$ cat src/rtl/mc_core_ctrl_if.sv
// Memory-side handshake of the multicycle sequencer: request/ready plus the
// address-select and store strobes that travel with a request, and read data.
// Ports: mem_req, adr_src, mem_write (controller -> memory); mem_ready, mem_rdata (memory -> controller).
interface mc_core_ctrl_if;
    logic        mem_req;
    logic        mem_ready;
    logic [31:0] mem_rdata;
    logic        adr_src;
    logic        mem_write;

    modport master (
        output mem_req,
        output adr_src,
        output mem_write,
        input  mem_ready,
        input  mem_rdata
    );

    modport slave (
        input  mem_req,
        input  adr_src,
        input  mem_write,
        output mem_ready,
        output mem_rdata
    );
endinterface

$ cat src/rtl/mc_core_ctrl.sv
// Multicycle RV32I sequencer: owns PC, OldPC, IR and the control FSM, driving datapath selects/strobes.
// Latency (no memory wait): branch 3, R/I/LUI/AUIPC/JAL/JALR/store 4, load 5 cycles; +1 per mem_ready wait.
// Backpressure: mem_req held until mem_ready; FSM stalls in FETCH/MEMREAD/MEMWRITE meanwhile.
// Ports: clk, reset (sync, active-high); bus (memory handshake, master); i_result, i_zero/i_sign/i_carry/i_overflow;
//        o_pc, o_old_pc, o_instr, o_ir_write/o_pc_write/o_reg_write, o_result_src, o_alu_src_a/b,
//        o_alu_control, o_imm_src, o_state_dbg; o_illegal_instr only when MC_CTRL_ILLEGAL_TRAP_EN is defined.
// Build option MC_CTRL_ILLEGAL_TRAP_EN: illegal instructions park the FSM in TRAP until reset
// (otherwise they retire as a NOP straight back to FETCH).
module mc_core_ctrl #(
    parameter int              XLEN         = 32,
    parameter logic [XLEN-1:0] RESET_VECTOR = 'h1000
) (
    input  logic                clk,
    input  logic                reset,
    mc_core_ctrl_if.master      bus,
    input  logic [XLEN-1:0]     i_result,
    input  logic                i_zero,
    input  logic                i_sign,
    input  logic                i_carry,
    input  logic                i_overflow,
    output logic [XLEN-1:0]     o_pc,
    output logic [XLEN-1:0]     o_old_pc,
    output logic [31:0]         o_instr,
    output logic                o_ir_write,
    output logic                o_pc_write,
    output logic                o_reg_write,
    output logic [1:0]          o_result_src,
    output logic [1:0]          o_alu_src_a,
    output logic [1:0]          o_alu_src_b,
    output logic [3:0]          o_alu_control,
    output logic [2:0]          o_imm_src,
`ifdef MC_CTRL_ILLEGAL_TRAP_EN
    output logic                o_illegal_instr,
`endif
    output logic [3:0]          o_state_dbg
);
    typedef enum logic [3:0] {
        S_FETCH, S_DECODE, S_MEMADR, S_MEMREAD, S_MEMWB, S_MEMWRITE, S_EXECR, S_EXECI,
        S_ALUWB, S_JAL, S_JALR, S_BRANCH, S_LUI, S_AUIPC, S_TRAP
    } state_t;

    localparam logic [6:0] OP_LOAD = 7'b0000011, OP_STORE = 7'b0100011, OP_BRANCH = 7'b1100011,
                           OP_OP   = 7'b0110011, OP_OPIMM = 7'b0010011, OP_JAL    = 7'b1101111,
                           OP_JALR = 7'b1100111, OP_LUI   = 7'b0110111, OP_AUIPC  = 7'b0010111;

    localparam logic [3:0] ALU_ADD = 4'h0, ALU_SUB = 4'h1, ALU_AND = 4'h2, ALU_OR  = 4'h3,
                           ALU_XOR = 4'h4, ALU_SLT = 4'h5, ALU_SLTU = 4'h6, ALU_SLL = 4'h7,
                           ALU_SRL = 4'h8, ALU_SRA = 4'h9, ALU_PASSB = 4'hA;

    state_t          r_state, w_state_next;
    logic [XLEN-1:0] r_pc, r_old_pc;
    logic [31:0]     r_instr;

    logic [6:0]      w_opcode;
    logic [2:0]      w_funct3;
    logic            w_funct7b5;
    logic            w_legal;
    logic            w_taken;
    logic [3:0]      w_alu_op;
    logic [XLEN-1:0] w_pc_next;

    assign w_opcode   = r_instr[6:0];
    assign w_funct3   = r_instr[14:12];
    assign w_funct7b5 = r_instr[30];

    // Opcode legality, including the funct3 holes in LOAD/STORE/BRANCH.
    always_comb begin
        w_legal = 1'b0;
        case (w_opcode)
            OP_LOAD:   w_legal = (w_funct3 != 3'b011) && (w_funct3 != 3'b110) && (w_funct3 != 3'b111);
            OP_STORE:  w_legal = (w_funct3 < 3'b011);
            OP_BRANCH: w_legal = (w_funct3 != 3'b010) && (w_funct3 != 3'b011);
            OP_OP, OP_OPIMM, OP_JAL, OP_JALR, OP_LUI, OP_AUIPC: w_legal = 1'b1;
            default:   w_legal = 1'b0;
        endcase
    end

    // Branch condition from flags of rs1 - rs2; carry=1 means no borrow.
    always_comb begin
        w_taken = 1'b0;
        case (w_funct3)
            3'b000:  w_taken = i_zero;
            3'b001:  w_taken = !i_zero;
            3'b100:  w_taken = i_sign ^ i_overflow;
            3'b101:  w_taken = !(i_sign ^ i_overflow);
            3'b110:  w_taken = !i_carry;
            3'b111:  w_taken = i_carry;
            default: w_taken = 1'b0;
        endcase
    end

    // funct7[5] selects SUB only for register ops; it selects SRA for both SRL/SRLI forms.
    always_comb begin
        w_alu_op = ALU_ADD;
        case (w_funct3)
            3'b000:  w_alu_op = (w_opcode == OP_OP && w_funct7b5) ? ALU_SUB : ALU_ADD;
            3'b001:  w_alu_op = ALU_SLL;
            3'b010:  w_alu_op = ALU_SLT;
            3'b011:  w_alu_op = ALU_SLTU;
            3'b100:  w_alu_op = ALU_XOR;
            3'b101:  w_alu_op = w_funct7b5 ? ALU_SRA : ALU_SRL;
            3'b110:  w_alu_op = ALU_OR;
            default: w_alu_op = ALU_AND;
        endcase
    end

    always_comb begin
        w_state_next  = r_state;
        bus.mem_req   = 1'b0;
        bus.adr_src   = 1'b0;
        bus.mem_write = 1'b0;
        o_ir_write    = 1'b0;
        o_pc_write    = 1'b0;
        o_reg_write   = 1'b0;
        o_result_src  = 2'b00;
        o_alu_src_a   = 2'b00;
        o_alu_src_b   = 2'b00;
        o_alu_control = ALU_ADD;
        o_imm_src     = 3'b000;
        case (r_state)
            S_FETCH: begin
                bus.mem_req  = 1'b1;
                o_alu_src_b  = 2'b10;
                o_result_src = 2'b10;
                if (bus.mem_ready) begin
                    o_ir_write   = 1'b1;
                    o_pc_write   = 1'b1;
                    w_state_next = S_DECODE;
                end
            end
            S_DECODE: begin
                // alu_reg is primed with the jump target so JAL/JALR can
                // spend their own cycle computing the link value old_pc+4.
                o_alu_src_a = 2'b01;
                o_alu_src_b = 2'b01;
                o_imm_src   = 3'b010;
                if (w_opcode == OP_JAL) begin
                    o_imm_src = 3'b011;
                end else if (w_opcode == OP_JALR) begin
                    o_alu_src_a = 2'b10;
                    o_imm_src   = 3'b000;
                end
                if (!w_legal) begin
`ifdef MC_CTRL_ILLEGAL_TRAP_EN
                    w_state_next = S_TRAP;
`else
                    w_state_next = S_FETCH;
`endif
                end else begin
                    case (w_opcode)
                        OP_LOAD, OP_STORE: w_state_next = S_MEMADR;
                        OP_OP:             w_state_next = S_EXECR;
                        OP_OPIMM:          w_state_next = S_EXECI;
                        OP_JAL:            w_state_next = S_JAL;
                        OP_JALR:           w_state_next = S_JALR;
                        OP_BRANCH:         w_state_next = S_BRANCH;
                        OP_LUI:            w_state_next = S_LUI;
                        default:           w_state_next = S_AUIPC;
                    endcase
                end
            end
            S_MEMADR: begin
                o_alu_src_a  = 2'b10;
                o_alu_src_b  = 2'b01;
                o_imm_src    = (w_opcode == OP_STORE) ? 3'b001 : 3'b000;
                w_state_next = (w_opcode == OP_STORE) ? S_MEMWRITE : S_MEMREAD;
            end
            S_MEMREAD: begin
                bus.mem_req = 1'b1;
                bus.adr_src = 1'b1;
                if (bus.mem_ready) w_state_next = S_MEMWB;
            end
            S_MEMWB: begin
                o_result_src = 2'b01;
                o_reg_write  = 1'b1;
                w_state_next = S_FETCH;
            end
            S_MEMWRITE: begin
                bus.mem_req   = 1'b1;
                bus.mem_write = 1'b1;
                bus.adr_src   = 1'b1;
                if (bus.mem_ready) w_state_next = S_FETCH;
            end
            S_EXECR: begin
                o_alu_src_a   = 2'b10;
                o_alu_control = w_alu_op;
                w_state_next  = S_ALUWB;
            end
            S_EXECI: begin
                o_alu_src_a   = 2'b10;
                o_alu_src_b   = 2'b01;
                o_alu_control = w_alu_op;
                w_state_next  = S_ALUWB;
            end
            S_ALUWB: begin
                o_reg_write  = 1'b1;
                w_state_next = S_FETCH;
            end
            S_JAL, S_JALR: begin
                o_alu_src_a  = 2'b01;
                o_alu_src_b  = 2'b10;
                o_pc_write   = 1'b1;
                w_state_next = S_ALUWB;
            end
            S_BRANCH: begin
                o_alu_src_a   = 2'b10;
                o_alu_control = ALU_SUB;
                o_imm_src     = 3'b010;
                o_pc_write    = w_taken;
                w_state_next  = S_FETCH;
            end
            S_LUI: begin
                o_alu_src_b   = 2'b01;
                o_imm_src     = 3'b100;
                o_alu_control = ALU_PASSB;
                w_state_next  = S_ALUWB;
            end
            S_AUIPC: begin
                o_alu_src_a  = 2'b01;
                o_alu_src_b  = 2'b01;
                o_imm_src    = 3'b100;
                w_state_next = S_ALUWB;
            end
            S_TRAP: begin
`ifdef MC_CTRL_ILLEGAL_TRAP_EN
                w_state_next = S_TRAP;
`else
                w_state_next = S_FETCH;
`endif
            end
            default: w_state_next = S_FETCH;
        endcase
        // Nothing leaves the block while reset is held, so an aborted access
        // never commits a write.
        if (reset) begin
            bus.mem_req   = 1'b0;
            bus.mem_write = 1'b0;
            o_ir_write    = 1'b0;
            o_pc_write    = 1'b0;
            o_reg_write   = 1'b0;
        end
    end

    // JALR target has bit 0 cleared; all other PC updates take the result mux as-is.
    assign w_pc_next = (r_state == S_JALR) ? {i_result[XLEN-1:1], 1'b0} : i_result;

    always_ff @(posedge clk) begin
        if (reset) begin
            r_state  <= S_FETCH;
            r_pc     <= RESET_VECTOR;
            r_old_pc <= '0;
            r_instr  <= 32'h0000_0013;
        end else begin
            r_state <= w_state_next;
            if (o_ir_write) begin
                r_instr  <= bus.mem_rdata;
                r_old_pc <= r_pc;
            end
            if (o_pc_write) r_pc <= w_pc_next;
        end
    end

    assign o_pc        = r_pc;
    assign o_old_pc    = r_old_pc;
    assign o_instr     = r_instr;
    assign o_state_dbg = r_state;
`ifdef MC_CTRL_ILLEGAL_TRAP_EN
    assign o_illegal_instr = (r_state == S_TRAP);
`endif
endmodule
$ cat src/flat_wrapper.sv
// flat-port wrapper written by rule: the top's interface ports become plain ports
module mc_core_ctrl_flat 
#(
    parameter int              XLEN         = 32,
    parameter logic [XLEN-1:0] RESET_VECTOR = 'h1000
)
  (clk, reset, i_result, i_zero, i_sign, i_carry, i_overflow, o_pc, o_old_pc, o_instr, o_ir_write, o_pc_write, o_reg_write, o_result_src, o_alu_src_a, o_alu_src_b, o_alu_control, o_imm_src, o_state_dbg, bus_mem_req, bus_adr_src, bus_mem_write, bus_mem_ready, bus_mem_rdata);
  mc_core_ctrl_if bus_i ();
  input  logic clk;
  input  logic reset;
  input  logic [XLEN-1:0] i_result;
  input  logic i_zero;
  input  logic i_sign;
  input  logic i_carry;
  input  logic i_overflow;
  output logic [XLEN-1:0] o_pc;
  output logic [XLEN-1:0] o_old_pc;
  output logic [31:0] o_instr;
  output logic o_ir_write;
  output logic o_pc_write;
  output logic o_reg_write;
  output logic [1:0] o_result_src;
  output logic [1:0] o_alu_src_a;
  output logic [1:0] o_alu_src_b;
  output logic [3:0] o_alu_control;
  output logic [2:0] o_imm_src;
  output logic [3:0] o_state_dbg;
  output wire logic [$bits(bus_i.mem_req)-1:0] bus_mem_req;
  output wire logic [$bits(bus_i.adr_src)-1:0] bus_adr_src;
  output wire logic [$bits(bus_i.mem_write)-1:0] bus_mem_write;
  input wire logic [$bits(bus_i.mem_ready)-1:0] bus_mem_ready;
  input wire logic [$bits(bus_i.mem_rdata)-1:0] bus_mem_rdata;
  assign bus_mem_req = bus_i.mem_req;
  assign bus_adr_src = bus_i.adr_src;
  assign bus_mem_write = bus_i.mem_write;
  assign bus_i.mem_ready = bus_mem_ready;
  assign bus_i.mem_rdata = bus_mem_rdata;
  mc_core_ctrl #(.XLEN(XLEN), .RESET_VECTOR(RESET_VECTOR)) u_core (.clk(clk), .reset(reset), .bus(bus_i), .i_result(i_result), .i_zero(i_zero), .i_sign(i_sign), .i_carry(i_carry), .i_overflow(i_overflow), .o_pc(o_pc), .o_old_pc(o_old_pc), .o_instr(o_instr), .o_ir_write(o_ir_write), .o_pc_write(o_pc_write), .o_reg_write(o_reg_write), .o_result_src(o_result_src), .o_alu_src_a(o_alu_src_a), .o_alu_src_b(o_alu_src_b), .o_alu_control(o_alu_control), .o_imm_src(o_imm_src), .o_state_dbg(o_state_dbg));
endmodule
$ cat config.mk
export PLATFORM = sky130hd
export DESIGN_NAME = mc_core_ctrl_flat
export DESIGN_NICKNAME = d
export VERILOG_FILES = /design/src/rtl/mc_core_ctrl_if.sv /design/src/rtl/mc_core_ctrl.sv /design/src/flat_wrapper.sv
export SDC_FILE = /design/constraint.sdc
export NUM_CORES = 1
export LEC_CHECK = 0
export BUFFER_PORTS_ARGS = -buffer_cell sky130_fd_sc_hd__buf_2
export CAP_MARGIN = 20
export CORE_ASPECT_RATIO = 0.7
export CORE_MARGIN = 10
export CORE_UTILIZATION = 30
export DETAILED_ROUTE_END_ITERATION = 10
export MAX_ROUTING_LAYER = met4
export PLACE_DENSITY = 0.51
export REMOVE_ABC_BUFFERS = 1
export SYNTH_ARGS = -nofsm -noshare
export SYNTH_HDL_FRONTEND = slang
export SYNTH_SLANG_ARGS = --single-unit
$ cat constraint.sdc
create_clock -name clk -period 1.8 [get_ports clk]
set_input_delay 0.36 -clock clk [delete_from_list [all_inputs] [get_ports clk]]
set_output_delay 0.36 -clock clk [all_outputs]
set_load 0.01 [all_outputs]
==> results.md, run 1 <==
* Area of the multi-input gates at between 0.003 and 0.004 mm²
* Router iterations before antenna repair at 4
* Commonest non-fill, non-tap cells in the layout: 186 x buf_2, 126 x nand2_1, 87 x dfxtp_1
* Post-route clock skew at 15.5 ps
* Post-synth EDFFs at 0
* TritonCTS buffer count at 9
* Final WL at approximately 21 mm
* Die H at roughly 130 µm
* Antenna violation net count after detailed routing at 0
* Placer congestion estimate at roughly 0.85
* Vias in the first global route at around 5400
* Site Rows at 39
* CTS tree: yes
* H-Tree Depth at 3
* Dpl ws at -270 ps
* Peak supply drop at roughly 760 µV
* Clk Latency, worst-skew pair at 360 ps
* Hold_buf cts at 0
* Largest net degree at the start of global routing at between 50 and 60
* Tightest Hold Check Type: input pin to flop
* Pleak at 3.74 nW
* CP arrival at roughly 1900 ps
* Area leader, netlist: dfxtp_1
* TritonCTS Sinks at 100
* Syn Inst Count at ~650
* Tightest Pin Transition at ~570 ps
* YS warnings at 0
* Post-route DRC violation count at 0
* Max cap viols at 0
* CP Max Fanout at 2
* GRT overflow at 0
* Post-DR wirelength/cell at about 19 µm
* Register area at roughly 0.0020 mm²
* Via density at 5.20
* Ports at 190
* Critical Path Sink Type: output port
* Synth-to-Final Area Change at 77.3%
* Status: finished, violations left
* CTS Buffer Depth at 2
* FFs w/ async S/R, synth at 0%
* Kind of critical path: flop to output port
* Die area at approximately 0.022 mm²
* Final Hold Fails at 0
* Pwr/cell area at ~1800 mW/mm²
* IO Port Bufs at ~190
* Netlist cell types at 44
* Synth top area share at approximately two fifths
* Fraction of layout cells with a size suffix above 1 at 59.3%
* Crit start category: flop
* Worst path required time at ~1400 ps
* Die Span X at approximately 170 µm
* Final Slew Violations at 0
* Fin crit share at 123%
* Seq cells post-synth at 100
* Final HPWL from detailed placement at 13.3 mm
* Initial Utilization at around 30%
* Initial antenna violation count at 5
* Failing checks: setup timing
* Final worst setup slack at -407 ps
* Iter 0 DRT Violations at 380
* Max-slew headroom at roughly three fifths
* # fillers at around 1500
* Final net count at between 900 and 1000
* Via count at ~5900
* Hold WS at 223 ps
* Clock-pin slew on the worst setup and hold paths at roughly 80 ps
* Synth area leaders: dfxtp_1 40%, nand2_1 13%, a21oi_1 7.6%
* Syn_area_per_cell at roughly 7.6 µm²
* Commonest non-fill, non-tap cell in the layout: buf_2
* Register area share after synthesis at about 40%
* Maximum clock rate at 453 MHz
* Syn Std Cell Area at roughly 0.005 mm²
* GRT Util Overall at ~16%
* Min Tclk post-route at 2210 ps
* Final setup fails at roughly 110
* First-pass GRT wire length at about 29 mm
* CTS root buffer: clkbuf_16
* Most common flop cell mapped by yosys: dfxtp_1
* Core area at approximately 0.016 mm²
* RSZ-0062 raised after global routing: true
==> layout make-up <==
class / instances / share of cell area (%)
clock inverter: 7 / 0.866
clock buffer: 9 / 2.55
timing repair buffer: 298 / 27.5
antenna: 5 / 0.142
multi-input combinational: 478 / 42.4
sequential: 100 / 23.0
inverter: 8 / 0.355
tap: 225 / 3.19
==> registers in the layout, summed over array words and instances (netlist names) <==
| register | cells |
|---|---|
| u_core.o_state_dbg | 4 |
| u_core.o_instr | 32 |
| u_core.o_pc | 32 |
| u_core.o_old_pc | 32 |
==> where the power goes <==
group	total, mW	switching [mW]	internal [mW]
clock	1.97	0.992	0.983
sequential	3.82	0.831	2.99
combinational	10.3	5.13	5.17
total	16.1	6.96	9.14
==> what timing repair did <==
item,4_1_cts,5_1_grt
cloned,3,24
buffers inserted,9,16
pin swaps,16,141
hold endpoints to repair,0,0
gates resized for setup,73,260
setup endpoints to repair,47,100
==> metal layers <==
| metal | GRT usage, % | wire (µm) |
|---|---|---|
| met5 | - | 0 |
| met4 | 3.66 | 170 |
| met3 | 7.06 | 1700 |
| met2 | 23.7 | 9660 |
| met1 | 20.4 | 9910 |
==> worst paths after layout <==
check | cells past startpoint | startpoint | endpoint | slack [ps]
worst max register to register | 7 | u_core.o_state_dbg[3] | u_core.o_pc[5] | -240
worst min register to register | 2 | u_core.o_old_pc[2] | u_core.o_old_pc[2] | 450
worst max-delay path | 5 | u_core.o_state_dbg[3] | o_pc_write | -410
worst min-delay path | 3 | bus_mem_rdata[29] | u_core.o_instr[29] | 220
==> cell usage after synthesis, types with 2 or more instances <==
| cell | count |
|---|---|
| o311ai_1 | 21 |
| clkbuf_1 | 49 |
| or3b_1 | 2 |
| a21oi_1 | 76 |
| inv_1 | 7 |
| nor2_1 | 47 |
| o21a_1 | 2 |
| xnor2_1 | 3 |
| o211ai_1 | 5 |
| nand2b_1 | 10 |
| nor2b_1 | 4 |
| nor4_1 | 5 |
| nor3b_1 | 2 |
| o311ai_0 | 9 |
| o21ai_0 | 13 |
| a41oi_2 | 20 |
| buf_2 | 14 |
| or3_1 | 2 |
| nand3_1 | 5 |
| a31oi_1 | 2 |
| a211oi_1 | 2 |
| nand2_1 | 175 |
| nand4_1 | 34 |
| buf_6 | 2 |
| a41oi_1 | 10 |
| and3b_1 | 2 |
| dfxtp_1 | 100 |
| nor3_1 | 10 |
| and2_1 | 2 |
| o22ai_1 | 3 |
==> per-stage QoR <==
step / power, mW / utilization (%) / area, µm² / TNS, ps / std cells
2_1_floorplan: 5.87 / - / 4690 / -114530 / 586
3_3_place_gp: 9.16 / 39.6 / 6450 / -4690 / 1058
3_5_place_dp: 9.34 / 39.6 / 6450 / -5740 / 1058
4_1_cts: 12.4 / 44.2 / 7200 / -8490 / 1086
5_1_grt: 17.0 / 54.1 / 8820 / -23590 / 1130
6_report: 16.1 / 54.1 / 8820 / -16720 / 1130
==> logic make-up after synthesis <==
group	after synthesis	synth area share (%)
simple gates	306	27.4
mux	1	0.201
xor+xnor	3	0.529
flops	100	40.3
buf+inv	74	6.24
compound gates	168	25.4
==> worst max-delay path, cell delays in order (launching register included) <==
cell and delay, ps:
dfxtp_4 350, or3b_1 370, a221o_4 400, o21a_4 150, nor2_4 100, buf_6 110
Power figures use the tool's default switching activity.
==> run 2: changes to the inputs <==
CORE_UTILIZATION = 45   (was 30)
PLACE_DENSITY = 0.73   (was 0.51)
SETUP_SLACK_MARGIN = 0.1   (was default)
==> run 2 against run 1 <==
Combinational power fell by 16%. Critical path depth is the same. The run still ends with setup timing left. Cell count down 8.8%. Largest cell class unchanged. Routed wire length is 6.5% lower. Clock-buffer cell count increased by 1. Final area shrank 11%. Clock skew decreased by 8.2 ps. Flip-flop and latch count unchanged. Die area fell by 29%. Worst hold slack better by 14 ps. Critical path type unchanged. Non-clock buffer count shrank 22. Largest power group unchanged.
==> results.md, run 2 (synthesis results as in run 1) <==
* Status: finished, violations left
* Failing checks: setup timing
* Commonest non-fill, non-tap cell in the layout: buf_2
* Site Rows at 32 (-18%)
* Router iterations before antenna repair at 5 (+1)
* CTS tree: yes
* Placer congestion estimate at 0.874 (+3.2%)
* # fillers at 843 (-43%)
* Pint at 8.35 mW (-8.7%)
* Fin crit share at 123% (about the same)
* Setup TNS Final at -12460 ps (+4250 ps)
* Peak supply drop at 1030 µV (+35%)
* Min Tclk post-route at 2210 ps (+1.04 ps)
* Hold_sp: bus_mem_rdata[12]
* CTS Buffer Depth at 2 (unchanged)
* Worst r2r src: u_core.o_state_dbg[3]
* Largest net degree at the start of global routing at 54 (+3.8%)
* Post-route DRC violation count at 0 (unchanged)
* Register area at 0.00203 mm² (about the same)
* Final net count at 944 (-2.3%)
* Kind of critical path: flop to output port
* Tightest Hold Check Type: input pin to flop
* RSZ-0062 raised after global routing: true
* Die area at 0.0157 mm² (-29%)
* GRT overflow at 0 (unchanged)
* Reg-to-reg slack, setup at -360 ps (-120 ps)
* CTS root buffer: clkbuf_16
* Area of the multi-input gates at 0.00312 mm² (-17%)
* H-Tree Depth at 3 (unchanged)
* TritonCTS Sinks at 100 (unchanged)
* Die Span X at 146 µm (-16%)
* Antenna violation net count after detailed routing at 0 (unchanged)
* Clock-pin slew on the worst setup and hold paths at 70 ps (about the same)
* Post-DR wirelength/cell at 19.4 µm (+2.5%)
* Pleak at 3.30 nW (-12%)
* Final Hold Fails at 0 (unchanged)
* Crit start category: flop
* Final worst setup slack at -408 ps (-1.04 ps)
* IO Port Bufs at 189 (unchanged)
* Critical Path Sink Type: output port
* Combinational power share at 60.2% (-3.8 points)
* Final HPWL from detailed placement at 12.0 mm (-9.3%)
* Initial antenna violation count at 1 (-4)
* GRT Util Overall at 22.7% (+6.5 points)
* Maximum clock rate at 453 MHz (about the same)
* Pwr/cell area at 1840 mW/mm² (+0.71%)
* Worst setup path start: u_core.o_state_dbg[3]
* Tightest Pin Transition at 500 ps (-74.9 ps)
* Hold_buf cts at 0 (unchanged)
* Fraction of layout cells with a size suffix above 1 at 45.5% (-14 points)
* Psw at 6.00 mW (-14%)
* Via density at 5.83 (+12%)
* Worst-case reg-to-reg path depth at 8 (+1)
* Clk pwr share at 13.6% (+1.3 points)
* Initial Utilization at 45.7% (+15 points)
* Ports at 190 (unchanged)
* Max-slew headroom at 66.7% (+5.0 points)
* Final instance area at 0.00780 mm² (-11%)
* Synth-to-Final Area Change at 57.0%
* CP arrival at 1850 ps (about the same)
* Register share of total power at 26.2% (+2.5 points)
* Core area at 0.0109 mm² (-33%)
* Worst R2R End: u_core.o_pc[14]
* Post-route clock skew at 7.24 ps (-8.22 ps)
* Die H at 108 µm (-15%)
* First-pass GRT wire length at 28.8 mm (+0.14%)
* CP endpoint: o_pc_write
* Final setup fails at 50 (-56%)
* Max cap viols at 0 (unchanged)
* Sw Ratio at 41.8% (-1.4 points)
* Worst path required time at 1440 ps (about the same)
* TritonCTS buffer count at 9 (unchanged)
* Util after Layout at 71.7% (+18 points)
* Vias in the first global route at 5566 (+2.2%)
* Via count at 6015 (+2.4%)
* Final WL at 20.0 mm (-6.5%)
* Commonest non-fill, non-tap cells in the layout: 188 x buf_2, 171 x nand2_1, 86 x dfxtp_1
* Clk Latency, worst-skew pair at 350 ps (about the same)
* Final Slew Violations at 0 (unchanged)
* Iter 0 DRT Violations at 484 (+27%)
* CP Max Fanout at 2 (unchanged)
* DP Area at 0.00626 mm² (-3.0%)
[run 2: cell types whose count changed in the layout (fill, tap and decap cells not counted), sizes merged]
cell and change:
inv -2, buf -17, bufbuf +4, bufinv +1, clkinv -1, clkbuf -8, diode -4
[run 2: area by class of cell]
| cell class | count | share of cell area (%) |
|---|---|---|
| multi-input combinational | 478 | 39.9 |
| timing repair buffer | 276 | 27.5 |
| sequential | 100 | 26.0 |
| clock buffer | 10 | 2.93 |
| tap | 153 | 2.45 |
| clock inverter | 5 | 0.786 |
| inverter | 8 | 0.401 |
| antenna | 1 | 0.0321 |
[run 2: through the flow]
step / power (mW) / hold slack [ps] / setup WS (ps) / cells
global placement: 8.81 / 438 / -165 / 975
floorplan: 5.87 / 429 / -1780 / 586
CTS: 13.2 / 230 / -423 / 1013
global route: 15.1 / 239 / -500 / 1031
finish: 14.4 / 237 / -408 / 1031
detailed placement: 9.09 / 445 / -271 / 975
[run 2: how the worst min path moves through the flow]
stage / to / slack (ps) / cells after the start
after floorplan: u_core.o_instr[10] / 430 / 1
after global placement: u_core.o_old_pc[28] / 440 / 2
after detailed placement: u_core.o_old_pc[18] / 450 / 2
after CTS: u_core.o_instr[12] / 230 / 3
after global routing: u_core.o_instr[13] / 240 / 3
final: u_core.o_instr[12] / 240 / 3
[run 2: per-layer routing]
layer	vias up	global-route usage, %	wire, µm
met2	299	35.9	9520
met5	-	-	0
met4	0	6.19	446
li1	2782	-	-
met1	2888	28.7	8590
met3	46	5.68	1490
[run 2: power by group through the flow]
| stage | Clock, mW | Sequential, mW | Combinational, mW |
|---|---|---|---|
| floorplan | 0 | 3.71 | 2.16 |
| global placement | 0 | 3.63 | 5.18 |
| detailed placement | 0 | 3.69 | 5.40 |
| CTS | 1.97 | 3.69 | 7.58 |
| global route | 2.07 | 3.86 | 9.14 |
| finish | 1.95 | 3.76 | 8.64 |
[run 2: timing repair]
item | 4_1_cts | 5_1_grt
buffers inserted | 13 | 11
gates resized for setup | 113 | 44
gates cloned | 10 | 7
pin swaps | 25 | 26
setup endpoints to repair | 115 | 117
[run 2: critical path, stage by stage, from the launching register on]
cell and delay, ps:
dfxtp_2 340, or3b_4 390, a221o_4 390, o21a_1 140, nor2_1 100, buf_2 140
==> run 3: changes to the inputs <==
CORE_UTILIZATION = 44   (was 45)
PLACE_DENSITY = 0.72   (was 0.73)
==> run 3 against run 2 <==
The flow still finishes with violations (setup timing). Setup slack worse by 8.5 ps. Worst hold slack worse by 8.0 ps. Clock skew is 8.5 ps higher. Total power is 5.0% higher. Global-route usage is 0.29 points lower. Flip-flop and latch count stayed put. Register-to-register slack better by 50 ps. Die area is 1.9% higher. Critical path type unchanged. Largest cell class unchanged. Highest routed layer unchanged.
==> results.md, run 3 (synthesis results as in run 1) <==
* Final net count at 944 (unchanged)
* Fin crit share at 123% (+0.47 points)
* Commonest non-fill, non-tap cells in the layout: 188 x buf_2, 173 x nand2_1, 89 x dfxtp_1
* Failing checks: setup timing
* Post-DR wirelength/cell at 19.6 µm (+0.65%)
* Pwr/cell area at 1880 mW/mm² (+2.4%)
* Vias in the first global route at 5516 (-0.90%)
* Post-route clock skew at 15.8 ps (+8.54 ps)
* Max cap viols at 0 (unchanged)
* Final Slew Violations at 0 (unchanged)
* Hold_sp: bus_mem_rdata[0]
* Reg-to-reg slack, setup at -310 ps (+50 ps)
* Final HPWL from detailed placement at 12.4 mm (+3.0%)
* GR peak layer: met2
* Hold_buf cts at 0 (unchanged)
* TritonCTS Sinks at 100 (unchanged)
* Slowest library cell on the worst path: or3b_4
* IO Port Bufs at 189 (unchanged)
* Site Rows at 32 (unchanged)
* Post-route DRC violation count at 0 (unchanged)
* Via density at 5.69 (-2.5%)
* Core area at 0.0110 mm² (+1.1%)
* Largest net degree at the start of global routing at 53 (-1.9%)
* Router iterations before antenna repair at 5 (unchanged)
* Commonest non-fill, non-tap cell in the layout: buf_2
* Crit start category: flop
* Die Span X at 147 µm (+0.97%)
* Dpl cells at 980 (+0.51%)
* Min Tclk post-route at 2220 ps (+8.52 ps)
* Util after Layout at 72.7% (+1.1 points)
* Hold depth at 3 (unchanged)
* TritonCTS buffer count at 9 (unchanged)
* Antenna violation net count after detailed routing at 0 (unchanged)
* Initial Utilization at 45.2% (-0.50 points)
* Placer congestion estimate at 0.899 (+2.8%)
* CTS root buffer: clkbuf_16
* GR Layer Usage met1 at 28.4% (-0.31 points)
* Final Hold Fails at 0 (unchanged)
* Tightest Hold Check Type: input pin to flop
* Max-slew headroom at 69.0% (+2.4 points)
* Peak supply drop at 800 µV (-22%)
* GRT overflow at 0 (unchanged)
* Die area at 0.0160 mm² (+1.9%)
* Number of stages on the worst setup path at 5 (unchanged)
* Critical path, cell by cell: or3b_4 > a221o_4 > o21a_1 > nor2_1 > buf_2
* CTS Buffer Depth at 2 (unchanged)
* Pleak at 3.30 nW (-0.13%)
* CP Max Fanout at 3 (+1)
* Via count at 5873 (-2.4%)
* Iter 0 DRT Violations at 476 (-1.7%)
* Status: finished, violations left
* Fraction of layout cells with a size suffix above 1 at 48.1% (+2.6 points)
* Critical Path Sink Type: output port
* Worst path max stage delay at 400 ps (about the same)
* Kind of critical path: flop to output port
* GRT Util Overall at 22.5% (-0.29 points)
* CP arrival at 1860 ps (about the same)
* Worst R2R End: u_core.o_pc[6]
* Grt met3 use at 6.91% (+1.2 points)
* Clock-pin slew on the worst setup and hold paths at 70 ps (about the same)
* Tightest Pin Transition at 460 ps (-39.7 ps)
* Final instance area at 0.00801 mm² (+2.6%)
* DP Area at 0.00633 mm² (+1.2%)
* H-Tree Depth at 3 (unchanged)
* Initial antenna violation count at 1 (unchanged)
* Final WL at 20.2 mm (+0.85%)
* CTS tree: yes
* Final worst setup slack at -416 ps (-8.52 ps)
* Worst-case reg-to-reg path depth at 8 (unchanged)
* Maximum clock rate at 451 MHz (-0.38%)
* Hold path endpoint: u_core.o_instr[0]
* Worst path required time at 1440 ps (about the same)
* Ports at 190 (unchanged)
* WP buf/inv at 1 (unchanged)
* First-pass GRT wire length at 29.0 mm (+0.53%)
* # fillers at 810 (-3.9%)
* Worst r2r src: u_core.o_state_dbg[3]
* Clk Latency, worst-skew pair at 360 ps (about the same)
* Finished Layout Cells at 1033 (+0.19%)
* RSZ-0062 raised after global routing: true
* Synth-to-Final Area Change at 61.1%
* Die H at 109 µm (+0.92%)
* Hold WS at 229 ps (-7.97 ps)
* Global Route met2 Usage at 34.8% (-1.1 points)
* Family with the most delay on the worst path: compound AO/OA/AOI/OAI gates
* Final setup fails at 47 (-6.0%)
==> run 3: worst max path at each step <==
stage / from / endpoint / slack (ps)
3_5_place_dp: bus_mem_ready / u_core.o_pc[29] / -260
4_1_cts: u_core.o_state_dbg[3] / o_pc_write / -410
6_report: u_core.o_state_dbg[3] / o_pc_write / -420
5_1_grt: u_core.o_instr[12] / o_pc_write / -440
2_1_floorplan: u_core.o_state_dbg[1] / u_core.o_pc[10] / -1780
3_3_place_gp: bus_mem_ready / u_core.o_pc[29] / -190
==> run 3: per-layer routing <==
metal,routed length [µm],share of wire (%)
met5,0,0
met1,8510,42
met4,342,1.7
met3,1780,8.8
met2,9580,47
==> run 3: timing repair <==
item / CTS / global route
pin swaps: 46 / 60
endpoints found under the hold margin: 0 / 0
resized for setup: 114 / 86
endpoints found under the setup margin: 114 / 108
setup buffers: 12 / 9
cloned: 8 / 10
==> run 3: power by group <==
group | switching (mW) | leakage, nW | internal [mW]
logic | 4.71 | 2.31 | 4.48
registers | 0.771 | 0.824 | 2.99
clock network | 0.992 | 0.160 | 1.13
total | 6.47 | 3.30 | 8.60
==> run 3: area by class of cell <==
class / instances / area (µm²) / share of cell area (%)
clock inverter: 7 / 103 / 1.28
timing repair buffer: 276 / 2160 / 27.0
sequential: 100 / 2030 / 25.3
tap: 153 / 191 / 2.39
antenna: 2 / 5.00 / 0.0625
clock buffer: 9 / 225 / 2.81
multi-input combinational: 478 / 3270 / 40.8
inverter: 8 / 31.3 / 0.391
==> run 3: per-stage QoR <==
| step | setup TNS (ps) | power, mW | worst slack [ps] |
|---|---|---|---|
| final | -10620 | 15.1 | -416 |
| after global routing | -12350 | 15.8 | -444 |
| after CTS | -11350 | 13.4 | -410 |
| after detailed placement | -5100 | 9.21 | -264 |
| after global placement | -2970 | 8.94 | -193 |
| after floorplan | -114530 | 5.87 | -1780 |
==> run 3: tightest hold or removal path, cell delays in order <==
cell,delay (ps)
buf_2,80
nand2_1,40
nand3_1,70
